===== src/rtl/filter_frame_sequencer_pkg.sv =====
// Shared types and helpers for the filter frame sequencer.
// Pixel width, FSM encoding and the kernel border helper.
package filter_frame_sequencer_pkg;

    localparam int PIX_W = 24;

    typedef enum logic [2:0] {
        S_IDLE  = 3'd0,
        S_TOP   = 3'd1,
        S_LPAD  = 3'd2,
        S_DATA  = 3'd3,
        S_RPAD  = 3'd4,
        S_BOT   = 3'd5,
        S_FLUSH = 3'd6,
        S_DONE  = 3'd7
    } state_e;

    function automatic int border(input int k);
        return (k - 1) / 2;
    endfunction

endpackage


===== src/rtl/filter_frame_sequencer.sv =====
// Frame sequencer: wraps a pixel stream in the zero border a KxK filter
// needs, flushes the filter and checks how many output pixels came back.
module filter_frame_sequencer
    import filter_frame_sequencer_pkg::*;
#(
    parameter int WIDTH       = 320,
    parameter int HEIGHT      = 240,
    parameter int KERNEL_SIZE = 3,
    parameter int FLUSH       = 9
) (
    input  logic             clk,
    input  logic             reset,
    input  logic             start,
    output logic             busy,
    input  logic             s_valid,
    output logic             s_ready,
    input  logic [PIX_W-1:0] s_data,
    output logic             f_valid,
    output logic [PIX_W-1:0] f_data,
    input  logic             f_ovalid,
    output logic             frame_done,
    output logic             count_ok
);

    localparam int B = border(KERNEL_SIZE);
    localparam int D = WIDTH + 2 * B;

    localparam logic [31:0] SIDE_N    = 32'(B);
    localparam logic [31:0] ROWPAD_N  = 32'(B * D);
    localparam logic [31:0] FLUSH_N   = 32'(FLUSH);
    localparam logic [31:0] LAST_COL  = 32'(WIDTH - 1);
    localparam logic [31:0] LAST_ROW  = 32'(HEIGHT - 1);
    localparam logic [31:0] PIX_TOTAL = 32'(WIDTH * HEIGHT);

    // Zero-length phases are skipped by routing around them.
    localparam state_e FIRST_S    = (B > 0) ? S_TOP : S_DATA;
    localparam state_e ROW_S      = (B > 0) ? S_LPAD : S_DATA;
    localparam state_e AFTER_BOT  = (FLUSH > 0) ? S_FLUSH : S_DONE;
    localparam state_e AFTER_ROWS = (B > 0) ? S_BOT : AFTER_BOT;

    state_e state_q, state_d;

    logic [31:0] beat_q, beat_d;
    logic [31:0] col_q, col_d;
    logic [31:0] row_q, row_d;
    logic [31:0] out_cnt_q, out_cnt_d;

    logic count_ok_q, count_ok_d;
    logic busy_q, busy_d;
    logic frame_done_q, frame_done_d;
    logic f_valid_q, f_valid_d;
    logic [PIX_W-1:0] f_data_q, f_data_d;

    logic [31:0] pad_len;
    logic pad_last;
    logic last_row;
    logic col_last;
    logic hs;
    logic start_ok;
    logic row_end;
    logic is_pad;
    state_e pad_next;

    always_ff @(posedge clk) begin
        if (reset) begin
            state_q      <= S_IDLE;
            beat_q       <= '0;
            col_q        <= '0;
            row_q        <= '0;
            out_cnt_q    <= '0;
            count_ok_q   <= 1'b0;
            busy_q       <= 1'b0;
            frame_done_q <= 1'b0;
            f_valid_q    <= 1'b0;
            f_data_q     <= '0;
        end else begin
            state_q      <= state_d;
            beat_q       <= beat_d;
            col_q        <= col_d;
            row_q        <= row_d;
            out_cnt_q    <= out_cnt_d;
            count_ok_q   <= count_ok_d;
            busy_q       <= busy_d;
            frame_done_q <= frame_done_d;
            f_valid_q    <= f_valid_d;
            f_data_q     <= f_data_d;
        end
    end

    always_comb begin
        state_d    = state_q;
        beat_d     = beat_q;
        col_d      = col_q;
        row_d      = row_q;
        out_cnt_d  = out_cnt_q;
        count_ok_d = count_ok_q;
        pad_len    = '0;
        pad_next   = S_IDLE;

        hs       = s_valid && (state_q == S_DATA);
        last_row = (row_q == LAST_ROW);
        col_last = (col_q == LAST_COL);
        // busy_q still covers the done cycle, so a late start is dropped.
        start_ok = start && (state_q == S_IDLE) && !busy_q;

        unique case (state_q)
            S_TOP:   begin pad_len = ROWPAD_N; pad_next = S_LPAD; end
            S_LPAD:  begin pad_len = SIDE_N;   pad_next = S_DATA; end
            S_RPAD:  begin
                pad_len  = SIDE_N;
                pad_next = last_row ? AFTER_ROWS : S_LPAD;
            end
            S_BOT:   begin pad_len = ROWPAD_N; pad_next = AFTER_BOT; end
            S_FLUSH: begin pad_len = FLUSH_N;  pad_next = S_DONE; end
            default: begin pad_len = '0;       pad_next = S_IDLE; end
        endcase

        pad_last = (beat_q == pad_len - 32'd1);

        row_end = ((state_q == S_RPAD) && pad_last) ||
                  ((B == 0) && hs && col_last);

        unique case (state_q)
            S_IDLE: begin
                if (start_ok) state_d = FIRST_S;
            end
            S_DATA: begin
                if (hs) begin
                    if (col_last) begin
                        col_d = '0;
                        if (B > 0) state_d = S_RPAD;
                        else state_d = last_row ? AFTER_ROWS : ROW_S;
                    end else begin
                        col_d = col_q + 32'd1;
                    end
                end
            end
            S_DONE: begin
                state_d = S_IDLE;
            end
            default: begin
                if (pad_last) begin
                    beat_d  = '0;
                    state_d = pad_next;
                end else begin
                    beat_d = beat_q + 32'd1;
                end
            end
        endcase

        if (row_end) row_d = last_row ? '0 : row_q + 32'd1;

        if (start_ok) begin
            out_cnt_d  = '0;
            count_ok_d = 1'b0;
        end else begin
            if (f_ovalid && busy_q) out_cnt_d = out_cnt_q + 32'd1;
            if (state_q == S_DONE) count_ok_d = (out_cnt_q == PIX_TOTAL);
        end
    end

    always_comb begin
        is_pad = (state_q == S_TOP)  || (state_q == S_LPAD) ||
                 (state_q == S_RPAD) || (state_q == S_BOT)  ||
                 (state_q == S_FLUSH);
        s_ready      = (state_q == S_DATA);
        f_valid_d    = is_pad || hs;
        f_data_d     = hs ? s_data : '0;
        frame_done_d = (state_q == S_DONE);
        busy_d       = (state_d != S_IDLE) || (state_q == S_DONE);
    end

    assign busy       = busy_q;
    assign f_valid    = f_valid_q;
    assign f_data     = f_data_q;
    assign frame_done = frame_done_q;
    assign count_ok   = count_ok_q;

endmodule


===== config.mk =====
export PLATFORM = sky130hd
export DESIGN_NAME = filter_frame_sequencer
export DESIGN_NICKNAME = d
export VERILOG_FILES = /design/src/rtl/filter_frame_sequencer_pkg.sv /design/src/rtl/filter_frame_sequencer.sv
export SDC_FILE = /design/constraint.sdc
export NUM_CORES = 1
export LEC_CHECK = 0
export BUFFER_PORTS_ARGS = -buffer_cell sky130_fd_sc_hd__buf_4
export CORE_ASPECT_RATIO = 0.75
export CORE_MARGIN = 2
export CORE_UTILIZATION = 50
export CTS_BUF_LIST = sky130_fd_sc_hd__clkbuf_16
export CTS_CLUSTER_DIAMETER = 150
export DETAILED_ROUTE_END_ITERATION = 8
export PLACE_DENSITY = 0.71
export SYNTH_ARGS = -nofsm -noshare
export SYNTH_HDL_FRONTEND = slang
export SYNTH_SLANG_ARGS = --single-unit

===== constraint.sdc =====
create_clock -name clk -period 3.7 [get_ports clk]
set_input_delay 0.37 -clock clk [delete_from_list [all_inputs] [get_ports clk]]
set_output_delay 0.37 -clock clk [all_outputs]
set_load 0.02 [all_outputs]

==> summary.md, run 1 <==
| Metric | Value |
|---|---|
| Number of pins with negative max-slew slack in the final report | `0` |
| Warnings from Yosys | `0` |
| Most used standard cell by instance count after synthesis | `sky130_fd_sc_hd__dfxtp_1` |
| Minimum clock period after layout | `3.42 ns` |
| Setup-violating endpoint count in the final report | `0` |
| Layout net count | `939` |
| Sink Count | `159` |
| Routed len/inst | `13.7 microns` |
| Ys async rst share | `0%` |
| Leading register cell type out of synthesis | `sky130_fd_sc_hd__dfxtp_1` |
| Die width | `142 microns` |
| Number of I/O port buffers | `57` |
| Starting Density | `51.7%` |
| Power per cell area | `434 nW/um^2` |
| Top cells by area, synth | `sky130_fd_sc_hd__dfxtp_1, sky130_fd_sc_hd__xor2_1, sky130_fd_sc_hd__nor2_1` |
| Number of routed nets with antenna violations | `0` |
| Power, Total | `0.00364 W` |
| Highest attainable clock frequency | `292 MHz` |
| Clock Latency Late Sink | `0.42 ns` |
| Crit path max-delay family | `simple AND/OR/NAND/NOR gates` |
| Clock-pin slew of the registers on the worst-case setup and hold paths | `0.06 ns` |
| Biggest area consumer among synthesized cells | `sky130_fd_sc_hd__dfxtp_1` |
| Final weighted congestion in routability-driven placement | `0.860` |
| Area of the mapped netlist | `7160 sq um` |
| Area share of the leading cell type in the synthesized netlist | `44.5%` |
| Placed cell areas | `7760 sq um` |
| Core Area | `13800 sq um` |
| Avg Cell Area, Syn | `8.49 sq um` |
| Fraction of final layout cells sized beyond drive strength 1 | `12.8%` |
| Finished Core Util | `60.6%` |
| Cell types with the highest counts after synthesis | `sky130_fd_sc_hd__dfxtp_1, sky130_fd_sc_hd__nor2_1, sky130_fd_sc_hd__nand2_1, sky130_fd_sc_hd__xor2_1, sky130_fd_sc_hd__nand3_1` |
| Number of endpoints with negative hold slack in the final report | `0` |
| Clock root cell | `sky130_fd_sc_hd__clkbuf_16` |
| Final clock skew | `0.0104 ns` |
| Worst-margin pin slew | `0.984 ns` |
| TritonCTS clock tree | `built` |
| Unrepaired setup endpoints after global routing | `no` |
| Signed area change from the synthesized netlist to the final layout | `17.2%` |
| DRC violations left | `0` |
| Worst path bufs/invs | `2` |
| Pin count of the biggest net entering global routing | `34` |
| First-pass GRT wire length | `25700 microns` |
| Total via count after detailed routing | `5896` |
| Final wirelength | `14900 microns` |
| Outcome | `finished, final reports clean` |
| Core Rows | `37` |
| Number of enable flip-flop cells after synthesis | `0` |
| Number of placed I/O pins | `58` |
| Number of DRC violations after detailed-routing iteration 0 | `425` |
| Leftover overflow at the end of global routing | `0` |
| Worst stage delay on the critical path | `0.48 ns` |
| Antenna violations before repair | `0` |
| Count of cell types in the netlist | `52` |
| Ordered cell list for the critical path | `and2_1, nor2_1, inv_1, ha_1, inv_1, ha_1, xor2_1, nor4_1, o21ai_1, or3_4, or2_4, or4_1, a21oi_1` |
| Highest-delay cell along the critical path | `sky130_fd_sc_hd__or4_1` |
| Maximum net fanout on the critical path | `19` |
| Sequential fraction of the synthesis area | `44.5%` |
| Maximum root-to-sink buffer count | `2` |
| Hpwl dp | `10600 microns` |
| H-tree depth | `4` |
| Total nets after synthesis | `880` |
| Reported max-cap violation count | `0` |
| Detailed Routing Iterations Pass 1 | `5` |
| Static power due to leakage | `2.98 nW` |
| Total CTS buffers | `17` |
| Number of cells produced by synthesis | `843` |
| Class of the worst hold path | `in -> reg` |
| Die area | `15300 sq um` |
| Sum Neg Setup Slack | `0 ns` |
| Die Ht | `108 microns` |
| Crit path capture type | `flip-flop` |
| Number of global-route vias before repair | `5388` |
| Worst slew margin | `34.1%` |
| Antenna cells | `0` |
| Arrival time of the worst setup path | `3.77 ns` |
| Type of origin of the critical path | `flip-flop` |
| Highest ir drop seen on vdd | `0.364 mV` |
| FF+latch count, synth | `159` |
| Crit Path Class | `reg -> reg` |
| Final cell area excluding filler cells | `8390 sq um` |
| Post-CTS Hold Buffers | `0` |
| Period utilization | `92.5%` |
| Via count normalized by instance count | `5.41` |
| Overall Global Routing Usage | `20.8%` |
| Endpoint required time on the critical path | `4.05 ns` |
[cells by family after synthesis]
| logic type | Yosys count | share of synthesized area, % |
|---|---|---|
| buf+inv | 47 | 2.74 |
| xor+xnor | 93 | 11.4 |
| flops | 159 | 44.5 |
| simple gates | 437 | 32.0 |
| fa+ha+maj | 8 | 1.40 |
| compound gates | 99 | 8.02 |
[area by class of cell]
cell class,count,area (sq um)
clock buffer,17,425
clock inverter,15,183
fill,1191,5450
inverter,20,75.1
multi-input combinational,637,3800
sequential,159,3180
tap,175,219
timing repair buffer,67,507
[placed cells by master, fill, tap and decap left out, types with 5 or more instances in the layout]
master,n
sky130_fd_sc_hd__dfxtp_1,159
sky130_fd_sc_hd__nor2_1,117
sky130_fd_sc_hd__buf_4,66
sky130_fd_sc_hd__nand2_1,61
sky130_fd_sc_hd__xor2_1,53
sky130_fd_sc_hd__nand3_1,46
sky130_fd_sc_hd__a21oi_1,46
sky130_fd_sc_hd__xnor2_1,40
sky130_fd_sc_hd__nand4_1,37
sky130_fd_sc_hd__or3_1,36
sky130_fd_sc_hd__o21ai_0,33
sky130_fd_sc_hd__and2_1,31
sky130_fd_sc_hd__nor4_1,25
sky130_fd_sc_hd__nor3_1,23
sky130_fd_sc_hd__inv_1,19
sky130_fd_sc_hd__and3_1,17
sky130_fd_sc_hd__clkbuf_16,17
sky130_fd_sc_hd__and4_1,10
sky130_fd_sc_hd__ha_1,8
sky130_fd_sc_hd__or4_1,5
sky130_fd_sc_hd__nand2b_1,5
[worst paths after layout]
| kind | startpoint | to | slack (ns) | cells past startpoint |
|---|---|---|---|---|
| setup / recovery | state_q[0] | row_q[14] | 0.28 | 13 |
| hold reg to reg | out_cnt_q[31] | out_cnt_q[31] | 0.49 | 2 |
| hold / removal | s_data[17] | f_data[17] | 0.15 | 2 |
| setup reg to reg | state_q[0] | row_q[14] | 0.28 | 13 |
[worst reg2reg max path, cell delays in order (launching register included)]
cell and delay [ns]:
sky130_fd_sc_hd__dfxtp_1 0.45, sky130_fd_sc_hd__and2_1 0.23, sky130_fd_sc_hd__nor2_1 0.08, sky130_fd_sc_hd__inv_1 0.18, sky130_fd_sc_hd__ha_1 0.22, sky130_fd_sc_hd__inv_1 0.05, sky130_fd_sc_hd__ha_1 0.28, sky130_fd_sc_hd__xor2_1 0.14
sky130_fd_sc_hd__nor4_1 0.19, sky130_fd_sc_hd__o21ai_1 0.17, sky130_fd_sc_hd__or3_4 0.39, sky130_fd_sc_hd__or2_4 0.34, sky130_fd_sc_hd__or4_1 0.49, sky130_fd_sc_hd__a21oi_1 0.15
[metal layers]
metal  wire length [microns]  share of wire [%]  GRT usage [%]  up-vias
met5                       0                  0              0        -
met4                     150                1.0           6.43        0
met3                     950                6.4           5.92       12
met2                    6000                 40           28.6      142
met1                    7800                 52           31.1     2674
li1                        -                  -              -     3068
[power by group]
group	switching, W	internal, W	total [W]
registers	0.00000787	0.00172	0.00173
clock network	0.000718	0.00107	0.00179
logic	0.0000736	0.0000533	0.000127
total	0.000799	0.00284	0.00364
[repair_timing]
item	in CTS	in global routing
resized for setup	0	7
setup endpoints to repair	0	30
setup buffers	0	0
[flip-flops by register name (all words and copies together), names as in the netlist]
name / cells
beat_q: 32
col_q: 32
out_cnt_q: 32
row_q: 32
f_data: 24
state_q: 3
busy: 1
count_ok: 1
f_valid: 1
frame_done: 1
[through the flow]
stage,instances,hold WS [ns],setup WS (ns)
after detailed placement,1058,0.469,0.191
after global routing,1090,0.138,0.00613
after global placement,1058,0.467,0.280
final,1090,0.146,0.277
after floorplan,843,0.448,0.279
after CTS,1090,0.130,0.152
No activity file was read; power rests on OpenSTA's default activity.
==> run 2, diff against run 1 <==
--- a/config.mk
+++ b/config.mk
@@ -12,7 +12,7 @@
 export CTS_BUF_LIST = sky130_fd_sc_hd__clkbuf_16
 export CTS_CLUSTER_DIAMETER = 150
 export DETAILED_ROUTE_END_ITERATION = 8
-export PLACE_DENSITY = 0.71
+export PLACE_DENSITY = 0.7
 export SYNTH_ARGS = -nofsm -noshare
 export SYNTH_HDL_FRONTEND = slang
 export SYNTH_SLANG_ARGS = --single-unit
==> run 2 against run 1 <==
Flip-flop and latch count did not move. Power fell by 1.9%. Register-to-register slack improved by 0.12 ns. Critical path type unchanged. Sequential power barely moved. Critical endpoint is now row_q[10]. Count of clock-buffer cells in the layout did not move. Cell count did not move. Worst hold slack improved by 0.0010 ns. Maximum frequency rose by 3.6%. Combinational power barely moved.
==> summary.md, run 2 (synthesized netlist as in run 1, its figures left out) <==
| Metric | Value |
|---|---|
| Setup slack after layout | `0.397 ns (was 0.277 ns)` |
| Clock-pin slew of the registers on the worst-case setup and hold paths | `0.07 ns (was 0.06 ns)` |
| Static power due to leakage | `2.95 nW (was 2.98 nW)` |
| Signed area change from the synthesized netlist to the final layout | `16.8% (was 17.2%)` |
| Power per cell area | `427 nW/um^2 (was 434 nW/um^2)` |
| Outcome | `finished, final reports clean (unchanged)` |
| Core Rows | `37 (unchanged)` |
| Reported max-cap violation count | `0 (unchanged)` |
| Worst path bufs/invs | `3 (was 2)` |
| Total CTS buffers | `17 (unchanged)` |
| Sum Neg Setup Slack | `0 ns (unchanged)` |
| Switch Pwr | `0.000800 W (was 0.000799 W)` |
| H-tree depth | `4 (unchanged)` |
| Overall Global Routing Usage | `20.3% (was 20.8%)` |
| Die area | `15300 sq um (unchanged)` |
| Number of placed I/O pins | `58 (unchanged)` |
| Starting Density | `51.7% (unchanged)` |
| Pin count of the biggest net entering global routing | `34 (unchanged)` |
| Maximum root-to-sink buffer count | `2 (unchanged)` |
| Setup WS pre-CTS | `0.238 ns (was 0.191 ns)` |
| Clock Latency Late Sink | `0.42 ns (about the same)` |
| Placed cell areas | `7770 sq um (was 7760 sq um)` |
| Launch instance of the worst min-delay path | `s_data[17] (unchanged)` |
| Maximum net fanout on the critical path | `30 (was 19)` |
| Switching Share | `22.4% (was 22.0%)` |
| Highest attainable clock frequency | `303 MHz (was 292 MHz)` |
| Die width | `142 microns (unchanged)` |
| Period utilization | `89.3% (was 92.5%)` |
| Final weighted congestion in routability-driven placement | `0.871 (was 0.860)` |
| Endpoint required time on the critical path | `3.99 ns (was 4.05 ns)` |
| Clock root cell | `sky130_fd_sc_hd__clkbuf_16 (unchanged)` |
| Layout net count | `940 (was 939)` |
| Setup-violating endpoint count in the final report | `0 (unchanged)` |
| Antenna violations before repair | `0 (unchanged)` |
| Total via count after detailed routing | `5960 (was 5896)` |
| Antenna cells | `0 (unchanged)` |
| TritonCTS clock tree | `built (unchanged)` |
| Fraction of final layout cells sized beyond drive strength 1 | `12.9% (was 12.8%)` |
| Worst flop-to-flop path startpoint | `state_q[2] (was state_q[0])` |
| DRC violations left | `0 (unchanged)` |
| Via count normalized by instance count | `5.47 (was 5.41)` |
| Worst-margin pin slew | `1.01 ns (was 0.984 ns)` |
| Number of DRC violations after detailed-routing iteration 0 | `363 (was 425)` |
| Type of origin of the critical path | `flip-flop (unchanged)` |
| Die Ht | `108 microns (unchanged)` |
| Number of global-route vias before repair | `5391 (was 5388)` |
| Share of power burned in the clock network | `48.1% (was 49.1%)` |
| Crit path max-delay family | `simple AND/OR/NAND/NOR gates (unchanged)` |
| Detailed Routing Iterations Pass 1 | `5 (unchanged)` |
| Final wirelength | `14800 microns (was 14900 microns)` |
| Leftover overflow at the end of global routing | `0 (unchanged)` |
| Minimum clock period after layout | `3.30 ns (was 3.42 ns)` |
| Number of endpoints with negative hold slack in the final report | `0 (unchanged)` |
| Class of the worst hold path | `in -> reg (unchanged)` |
| Routed len/inst | `13.5 microns (was 13.7 microns)` |
| Final clock skew | `0.0123 ns (was 0.0104 ns)` |
| Worst slew margin | `32.3% (was 34.1%)` |
| Final cell area excluding filler cells | `8360 sq um (was 8390 sq um)` |
| Worst-case hold slack | `0.147 ns (was 0.146 ns)` |
| Sink Count | `159 (unchanged)` |
| Critical Path Start | `state_q[2] (was state_q[0])` |
| Highest-delay cell along the critical path | `sky130_fd_sc_hd__or4_4 (was sky130_fd_sc_hd__or4_1)` |
| Hpwl dp | `10400 microns (was 10600 microns)` |
| Number of I/O port buffers | `57 (unchanged)` |
| First-pass GRT wire length | `25100 microns (was 25700 microns)` |
| Power share of the combinational group | `3.6% (was 3.5%)` |
| Internal cell power | `0.00277 W (was 0.00284 W)` |
| Unrepaired setup endpoints after global routing | `no (unchanged)` |
| Sequential share of power | `48.3% (was 47.4%)` |
| Number of pins with negative max-slew slack in the final report | `0 (unchanged)` |
| Most common cell type on the critical path | `sky130_fd_sc_hd__nor2_1` |
| Highest ir drop seen on vdd | `0.319 mV (was 0.364 mV)` |
| Most frequent standard cell in the layout excluding fill and tap cells | `sky130_fd_sc_hd__dfxtp_1 (unchanged)` |
| Crit path capture type | `flip-flop (unchanged)` |
| Ordered cell list for the critical path | `nor3_2, nor2_1, inv_1, ha_1, inv_1, ha_1, xor2_1, nor4_1, o21ai_1, or4_4, nor2_1, a21o_1, buf_4, nor2_1 (was and2_1, nor2_1, inv_1, ha_1, inv_1, ha_1, xor2_1, nor4_1, o21ai_1, or3_4, or2_4, or4_1, a21oi_1)` |
| Core Area | `13800 sq um (unchanged)` |
| Most frequent cells in the layout | `sky130_fd_sc_hd__dfxtp_1, sky130_fd_sc_hd__nor2_1, sky130_fd_sc_hd__buf_4, sky130_fd_sc_hd__nand2_1, sky130_fd_sc_hd__xor2_1 (unchanged)` |
| Worst stage delay on the critical path | `0.56 ns (was 0.48 ns)` |
| Arrival time of the worst setup path | `3.59 ns (was 3.77 ns)` |
| Crit Path Class | `reg -> reg (unchanged)` |
| Number of routed nets with antenna violations | `0 (unchanged)` |
[run 2: metrics by stage]
step | std cells | utilization (%) | power [W]
2_1_floorplan | 843 | - | 0.00184
3_3_place_gp | 1059 | 56.1 | 0.00189
3_5_place_dp | 1059 | 56.1 | 0.00189
4_1_cts | 1090 | 60.3 | 0.00360
5_1_grt | 1090 | 60.4 | 0.00368
6_report | 1090 | 60.4 | 0.00357
[run 2: worst paths after layout]
kind / endpoint / slack (ns) / cells after the start
max reg2reg: row_q[10] / 0.40 / 14
min reg2reg: col_q[1] / 0.49 / 2
max: row_q[10] / 0.40 / 14
min: f_data[17] / 0.15 / 2
[run 2: per-layer routing]
| layer | GRT usage [%] | up-vias | part of all wire, % |
|---|---|---|---|
| met3 | 5.87 | 10 | 6.2 |
| met2 | 29.2 | 158 | 41 |
| li1 | - | 3075 | - |
| met4 | 5.79 | 0 | 1.1 |
| met1 | 29.5 | 2717 | 52 |
| met5 | 0 | - | 0 |
[run 2: final cells by class]
cell class              count  area (sq um)
fillers                  1195          5480
flip-flops and latches    159          3180
inverters                  20          75.1
clock inverters            14           156
repair buffers             68           510
well taps                 175           219
clock buffers              17           425
multi-input cells         637          3790
[run 2: timing repair]
| item | CTS | global route |
|---|---|---|
| setup endpoints to repair | 0 | 30 |
| hold endpoints to repair | 0 | 0 |
| hold buffers | 0 | 0 |
| gates resized for setup | 0 | 5 |
| setup buffers | 0 | 0 |
[run 2: worst register-to-register path, cell delays in order (launching register included)]
cell and delay, ns:
sky130_fd_sc_hd__dfxtp_1 0.32, sky130_fd_sc_hd__nor3_2 0.29, sky130_fd_sc_hd__nor2_1 0.09, sky130_fd_sc_hd__inv_1 0.12
sky130_fd_sc_hd__ha_1 0.20, sky130_fd_sc_hd__inv_1 0.05, sky130_fd_sc_hd__ha_1 0.28, sky130_fd_sc_hd__xor2_1 0.14
sky130_fd_sc_hd__nor4_1 0.19, sky130_fd_sc_hd__o21ai_1 0.17, sky130_fd_sc_hd__or4_4 0.56, sky130_fd_sc_hd__nor2_1 0.23
sky130_fd_sc_hd__a21o_1 0.15, sky130_fd_sc_hd__buf_4 0.29, sky130_fd_sc_hd__nor2_1 0.10
[run 2: power by group through the flow]
stage	Clock, W	Sequential, W	Combinational, W
after floorplan	0	0.00176	0.0000759
after global placement	0	0.00176	0.000128
after detailed placement	0	0.00176	0.000128
after CTS	0.00175	0.00172	0.000128
after global routing	0.00182	0.00172	0.000141
final	0.00172	0.00172	0.000127
